$ cat src/rtl/tick_ctrl.sv
// Run/pause/clear controller that produces a prescaled count-enable tick for a downstream timer.
// Latency: a switch change reaches the FSM after 2 sync cycles plus DEB_CYCLES debounce cycles.
// No backpressure: tick and clr_pulse are fire-and-forget single-cycle pulses.
module tick_ctrl #(
   parameter int CLK_SET    = 5_000_000,
   parameter int DEB_CYCLES = 50_000
) (
   input  logic       clk,
   input  logic       rst,
   input  logic       sw_run,
   input  logic       sw_clr,
   output logic       tick,
   output logic       clr_pulse,
   output logic       running,
   output logic [1:0] state
);

   localparam int CW = $clog2(CLK_SET);
   localparam int DW = $clog2(DEB_CYCLES + 1);
   localparam logic [CW-1:0] CNT_LAST = CW'(CLK_SET - 1);
   localparam logic [DW-1:0] DEB_LAST = DW'(DEB_CYCLES - 1);

   typedef enum logic [1:0] {
      IDLE  = 2'b00,
      RUN   = 2'b01,
      PAUSE = 2'b10
   } state_t;

   logic          run_meta_q, run_meta_d, s_run_q, s_run_d;
   logic          clr_meta_q, clr_meta_d, s_clr_q, s_clr_d;
   logic          run_db_q, run_db_d, clr_db_q, clr_db_d;
   logic [DW-1:0] run_dc_q, run_dc_d, clr_dc_q, clr_dc_d;
   state_t        state_q, state_d;
   logic [CW-1:0] cnt_q, cnt_d;
   logic          tick_q, tick_d;
   logic          clr_pulse_q, clr_pulse_d;
   logic          running_q, running_d;

   // Two-flop synchronizers: the raw switches are only ever seen through s_run_q / s_clr_q.
   always_comb begin
      run_meta_d = sw_run;
      s_run_d    = run_meta_q;
      clr_meta_d = sw_clr;
      s_clr_d    = clr_meta_q;
   end

   // Debouncers: accept a new level only after it has differed from db for DEB_CYCLES samples.
   always_comb begin
      run_db_d = run_db_q;
      run_dc_d = '0;
      if (s_run_q != run_db_q) begin
         if (run_dc_q == DEB_LAST) begin
            run_db_d = s_run_q;
         end else begin
            run_dc_d = run_dc_q + 1'b1;
         end
      end
      clr_db_d = clr_db_q;
      clr_dc_d = '0;
      if (s_clr_q != clr_db_q) begin
         if (clr_dc_q == DEB_LAST) begin
            clr_db_d = s_clr_q;
         end else begin
            clr_dc_d = clr_dc_q + 1'b1;
         end
      end
   end

   // FSM next state: clear wins over everything, otherwise the run switch steers IDLE/RUN/PAUSE.
   always_comb begin
      state_d = state_q;
      if (clr_db_q) begin
         state_d = IDLE;
      end else begin
         case (state_q)
            IDLE:    if (run_db_q)  state_d = RUN;
            RUN:     if (!run_db_q) state_d = PAUSE;
            PAUSE:   if (run_db_q)  state_d = RUN;
            default: state_d = IDLE;
         endcase
      end
      running_d   = (state_d == RUN);
      clr_pulse_d = clr_db_d & ~clr_db_q;
   end

   // Prescaler: advances only across edges where the FSM stays in RUN, so a tick can never land
   // in the cycle after leaving RUN and a pause resumes from exactly the held count.
   always_comb begin
      cnt_d  = cnt_q;
      tick_d = 1'b0;
      if (state_d == IDLE) begin
         cnt_d = '0;
      end else if (state_q == RUN && state_d == RUN) begin
         if (cnt_q == CNT_LAST) begin
            cnt_d  = '0;
            tick_d = 1'b1;
         end else begin
            cnt_d = cnt_q + 1'b1;
         end
      end
   end

   // All state registers; reset clears everything so a switch high at release counts as fresh.
   always_ff @(posedge clk or posedge rst) begin
      if (rst) begin
         run_meta_q  <= 1'b0;
         s_run_q     <= 1'b0;
         clr_meta_q  <= 1'b0;
         s_clr_q     <= 1'b0;
         run_db_q    <= 1'b0;
         run_dc_q    <= '0;
         clr_db_q    <= 1'b0;
         clr_dc_q    <= '0;
         state_q     <= IDLE;
         cnt_q       <= '0;
         tick_q      <= 1'b0;
         clr_pulse_q <= 1'b0;
         running_q   <= 1'b0;
      end else begin
         run_meta_q  <= run_meta_d;
         s_run_q     <= s_run_d;
         clr_meta_q  <= clr_meta_d;
         s_clr_q     <= s_clr_d;
         run_db_q    <= run_db_d;
         run_dc_q    <= run_dc_d;
         clr_db_q    <= clr_db_d;
         clr_dc_q    <= clr_dc_d;
         state_q     <= state_d;
         cnt_q       <= cnt_d;
         tick_q      <= tick_d;
         clr_pulse_q <= clr_pulse_d;
         running_q   <= running_d;
      end
   end

   assign tick      = tick_q;
   assign clr_pulse = clr_pulse_q;
   assign running   = running_q;
   assign state     = state_q;

endmodule

$ cat config.mk
export PLATFORM = sky130hd
export DESIGN_NAME = tick_ctrl
export DESIGN_NICKNAME = d
export VERILOG_FILES = /design/src/rtl/tick_ctrl.sv
export SDC_FILE = /design/constraint.sdc
export NUM_CORES = 1
export LEC_CHECK = 0
export CORE_AREA = 2 2 106 82
export DETAILED_ROUTE_END_ITERATION = 10
export DIE_AREA = 0 0 108 84
export SLEW_MARGIN = 20
export SYNTH_ARGS = -nofsm -noshare
export SYNTH_HDL_FRONTEND = slang
export SYNTH_SLANG_ARGS = --single-unit
$ cat constraint.sdc
create_clock -name clk -period 2.95 [get_ports clk]
set_input_delay 0.295 -clock clk [delete_from_list [all_inputs] [get_ports clk]]
set_output_delay 0.295 -clock clk [all_outputs]
set_load 0.05 [all_outputs]
==> Word-level counts from Yosys, hierarchy flattened <==
Cells that the tools add are included.
{ "totals": {"register_bits": 66, "word_cells": 48} }
{ "classes": {"n_addsub": 3, "n_eq_ne": 8, "mux": 16, "n_bitwise": 2, "reduce_logical": 6} }
{ "ops": {"columns": ["cell", "count"], "rows": [
  ["two-way mux 23 bit", 3],
  ["two-way mux 16 bit", 4],
  ["adder 16 x 1 -> 16 bit (second input constant)", 2],
  ["== test 16 bit (second input constant)", 2],
  ["adder 23 x 1 -> 23 bit (second input constant)", 1],
  ["== test 23 bit (second input constant)", 1],
  ["two-way mux 2 bit", 3],
  ["two-way mux 1 bit", 5],
  ["== test 2 x 1 -> 1 bit (second input constant)", 2],
  ["zero test 2 bit", 2],
  ["one-hot mux 2 bit (2 select lines)", 1],
  ["== test 2 bit (second input constant)", 1],
  ["inequality test 1 bit", 2],
  ["AND reduction 2 bit", 1],
  ["nonzero test 2 bit", 1],
  ["OR reduction 2 bit", 1],
  ["AND 1 bit", 1],
  ["logical AND 1 bit", 1],
  ["inverter 1 bit", 1]
]} }

==> Depth between registers and ports, before layout <==
{ "logic_depth": {"depth_word": 8, "ltp_mapped": 9, "ltp_nobuf": 6} }

==> Worst setup path before layout <==
No wires, ideal clock.
{ "synth_path": {"path_kind": "reg-to-reg", "from": "register state_q[0] (netlist: state[0])", "to": "register cnt_q[16]", "setup_ps": 87, "arrival_ps": 2015, "required_time_ps": 2863, "slack_ps": 848, "path_stages_with_launch": 6, "period_less_slack_ps": 2102, "cell_sequence": "dfrtp_1 -> clkbuf_1 -> or3b_1 -> clkbuf_1 -> or4_1 -> o211ai_1"} }
{ "synth_via": {"elab_chain_len": 7, "word_cells_on_any_way": 13} }
{ "synth_rtl": {"columns": ["item", "line", "text"], "rows": [
  ["start: declaration", "33", "state_t state_q, state_d;"],
  ["start signal: assignment", "128", "state_q <= state_d;"],
  ["== test 2 bit or zero test 2 bit (tied branches)", "75", "case (state_q)"],
  ["OR reduction 2 bit (no source line)", null, null],
  ["one-hot mux 2 bit (2 select lines)", "75", null],
  ["two-way mux 2 bit", "72", "if (clr_db_q) begin"],
  ["== test 2 x 1 -> 1 bit", "93", "end else if (state_q == RUN && state_d == RUN) begin"],
  ["logical AND 1 bit", "93", null],
  ["nonzero test 2 bit (no source line)", null, null],
  ["end signal: assignment", "129", "cnt_q <= cnt_d;"],
  ["end: declaration", "34", "logic [CW-1:0] cnt_q, cnt_d;"]
]} }
Parallel ways exist; a longest one is shown, timed or not.
A chain may end at the register's enable or synchronous reset.

==> Worst setup path in the final report <==
{ "layout_path": {"from": "register cnt_q[1]", "to": "register cnt_q[15]"} }
{ "layout_via": {"elab_chain_len": 4, "word_cells_on_any_way": 5} }
{ "layout_rtl": {"columns": ["item", "line", "text"], "rows": [
  ["adder 23 x 1 -> 23 bit or == test 23 bit (tied branches)", "98, 94", null],
  ["two-way mux 23 bit (*)", "94", "if (cnt_q == CNT_LAST) begin"],
  ["two-way mux 23 bit (*)", "93", null],
  ["two-way mux 23 bit (*)", "91", "if (state_d == IDLE) begin"]
]} }
Every way passes the cells marked *; elsewhere a longest branch is shown, timed or not. The select of a mux whose other input is x is not followed.

==> metrics <==
aggregate routed wire length 6.53 mm; Diodes inserted 0; Post-DRT Antenna Nets 0; Num CTS Buffers 9; worst slew pin tran 0.757 ns; WHS 0.217 ns; CTS tree built; Worst Path Required 3.18 ns; Register-to-Register Path Depth 6; post-detail-place hpwl 4.46 mm; IO buf count 8; Final Worst Setup Slack 0.586 ns; peak supply drop 0.211 mV; dpl cell area 3470 um^2; Max Clock Freq 423 MHz; kind of critical path flip-flop to flip-flop; # fillers 773; layout cells sized above 1 0.0815; Final setup violation count 0; asr flop ratio synth 1.00; design area 3720 um^2; pin count of the biggest net entering global routing 33; Post-Syn Nets 350; Period minus WS final 2.36 ns; Yosys cell types 43; vias per inst 5.33; I/O Pins 9; WP data arrival 2.59 ns; grt ovf 0; Slew Limit Headroom 0.494; Leak 1.50 nW; Ys Warns 0; clock tree buffer depth 2; Clk pin slew, worst setup/hold paths 0.07 ns; wire per inst 14.1 um; Setup Buffers After CTS 0; start point of the critical path cnt_q[1]; multi-input combinational cell area 1540 um^2; Avg Inst Size Synth 9.59 um^2; PD cells 512 nW/um^2; status finished, final reports clean; drt first-iter violations 119; Register Area 1650 um^2; Final Non-Filler Cells 464; Vias 2473; placed cells 448; drt pass-1 iters 5; area delta synth->final 13.1%; Clock Latency Late Sink 0.34 ns; R2R setup slack 0.59 ns; GR Util All Layers 0.161; Die Ht 84 um; ys flop type dfrtp_1; Die X 108 um; first-pass GRT wire length 11.4 mm; Max Transition Viols Final 0; worst r2r dst cnt_q[15]; CP Launch Type flip-flop; Seq cells post-synth 66; Fin Clk Skew 0.00864 ns; register area share after synthesis 0.502; Nets 358; crit end category flip-flop; Die ar. 9070 um^2; initial antenna violation count 0; r2r startpoint cnt_q[1]; Cell Area, Synth 3290 um^2; Worst Path Max Fanout 11; Max-Cap Viols 0; CTS H-Tree Depth 3; Setup WS pre-CTS 0.615 ns; core footprint 8160 um^2; fin crit share 0.801; CTS resizes 0; drc violations 0; Placer Congestion 0.808; row cnt 29; vias in the first global route 2366; clock sink total 66; Initial Util 0.403; clk root buf clkbuf_8; RSZ-0062 raised after global routing false; cts-stage hold buffer count 0; Mapped Cells 343; Post-synth EDFFs 0; Fin. Hold Viols 0; setup_tns 0 ns; Hold Path Class primary input to asynchronous set/reset pin
## synth_stat cells, types with 2 or more instances
master / number / area [um^2]
a31o_1: 9 / 78.8
nor4_1: 4 / 25.0
nor2_1: 44 / 165
nand3_1: 27 / 135
o31ai_1: 5 / 37.5
or3_1: 2 / 12.5
nor3_1: 11 / 55.1
a31oi_1: 3 / 18.8
buf_6: 2 / 22.5
o22ai_1: 2 / 12.5
o21ai_0: 7 / 35.0
ha_1: 3 / 37.5
mux2i_1: 2 / 20.0
a32o_1: 2 / 20.0
o21ai_1: 3 / 15.0
nand2_1: 29 / 109
nor3b_1: 3 / 22.5
nand2b_1: 2 / 12.5
dfrtp_1: 66 / 1650
mux2_2: 2 / 22.5
a21oi_1: 11 / 55.1
clkbuf_1: 12 / 45.0
and3_1: 10 / 62.6
xor2_1: 18 / 158
or4_1: 3 / 22.5
o211ai_1: 2 / 15.0
or2_2: 2 / 12.5
and4b_1: 2 / 20.0
nor4b_1: 2 / 17.5
and4_1: 3 / 26.3
and2_1: 2 / 12.5
nand4_1: 16 / 100
xnor2_1: 13 / 114
nand4b_1: 2 / 17.5
inv_1: 9 / 33.8
## sequential cells by signal (all words and copies together), names as in the netlist
register    flops
clr_db_q        1
clr_dc_q       16
clr_meta_q      1
clr_pulse       1
cnt_q          23
run_db_q        1
run_dc_q       16
run_meta_q      1
running         1
s_clr_q         1
s_run_q         1
state           2
tick            1
## metal layers
layer / routed length [um] / track usage / vias to the layer above
met2: 2740 / 0.234 / 60
met3: 367 / 0.0539 / 4
met5: 0 / 0 / -
met1: 3360 / 0.226 / 1170
met4: 61 / 0.0501 / 0
li1: - / - / 1239
## power by group
part | total, W | internal [W] | switching, W | leakage (nW)
clock | 0.000942 | 0.000608 | 0.000334 | 0.123
combinational | 0.0000434 | 0.0000133 | 0.0000301 | 0.465
sequential | 0.000922 | 0.000914 | 0.00000775 | 0.908
total | 0.00191 | 0.00154 | 0.000371 | 1.50
## placed cells by master (no fill, tap or decap), drive strengths merged, types with 2 or more instances in the layout
cell type and count:
nor3 11, or2 2, clkdlybuf4s50 8, o21ai 10, nor3b 3, nand3 27, a32o 2, inv 9
xnor2 13, and4 3, bufinv 3, nor4b 3, nand4b 2, nor4 4, mux2i 2, or3 2
a31o 9, a31oi 3, buf 4, and4b 2, and3 10, nand4 16, clkbuf 12, dfrtp 66
nand2 30, ha 3, o31ai 5, o22ai 2, mux2 2, xor2 18, a21oi 11, nor2 45
nand2b 2, or4 3, o211ai 2, and2 2
## per-stage QoR
stage	total power, W	utilization
3_5_place_dp	0.000985	0.425
2_1_floorplan	0.000968	-
3_3_place_gp	0.000984	0.425
4_1_cts	0.00194	0.456
6_report	0.00191	0.456
5_1_grt	0.00199	0.456
## logic make-up (layout without fill, tap and decap cells)
logic type / count (synthesis) / in the layout / synth area share
AOI/OAI and AO/OA: 47 / 47 / 0.0962
DFF: 66 / 66 / 0.502
muxes: 4 / 4 / 0.0129
buffers and inverters: 24 / 37 / 0.0323
xor gates and xnor gates: 31 / 31 / 0.0825
and+or+nand+nor: 168 / 168 / 0.263
adders and majority gates: 3 / 3 / 0.0114
## cell type report
class | instances | area share
clock inverters | 4 | 0.0262
well taps | 108 | 0.0363
multi-input cells | 253 | 0.413
repair buffers | 12 | 0.0296
flip-flops and latches | 66 | 0.444
clock buffers | 12 | 0.0417
inverters | 9 | 0.00908
## worst max path at each step
stage / end / slack (ns) / depth (start not counted)
after floorplan: cnt_q[16] / 0.85 / 5
final: cnt_q[15] / 0.59 / 6
after CTS: cnt_q[15] / 0.59 / 6
after global routing: cnt_q[9] / 0.42 / 6
after global placement: cnt_q[8] / 0.67 / 6
after detailed placement: cnt_q[15] / 0.61 / 6
## worst max-delay path, cell delays in order, from the launching register on
cell,delay (ns)
dfrtp_1,0.39
ha_1,0.21
and4_1,0.26
nand2_1,0.10
or4_1,0.68
and2_1,0.35
a31o_1,0.25
No activity file was read; power rests on OpenSTA's default activity.
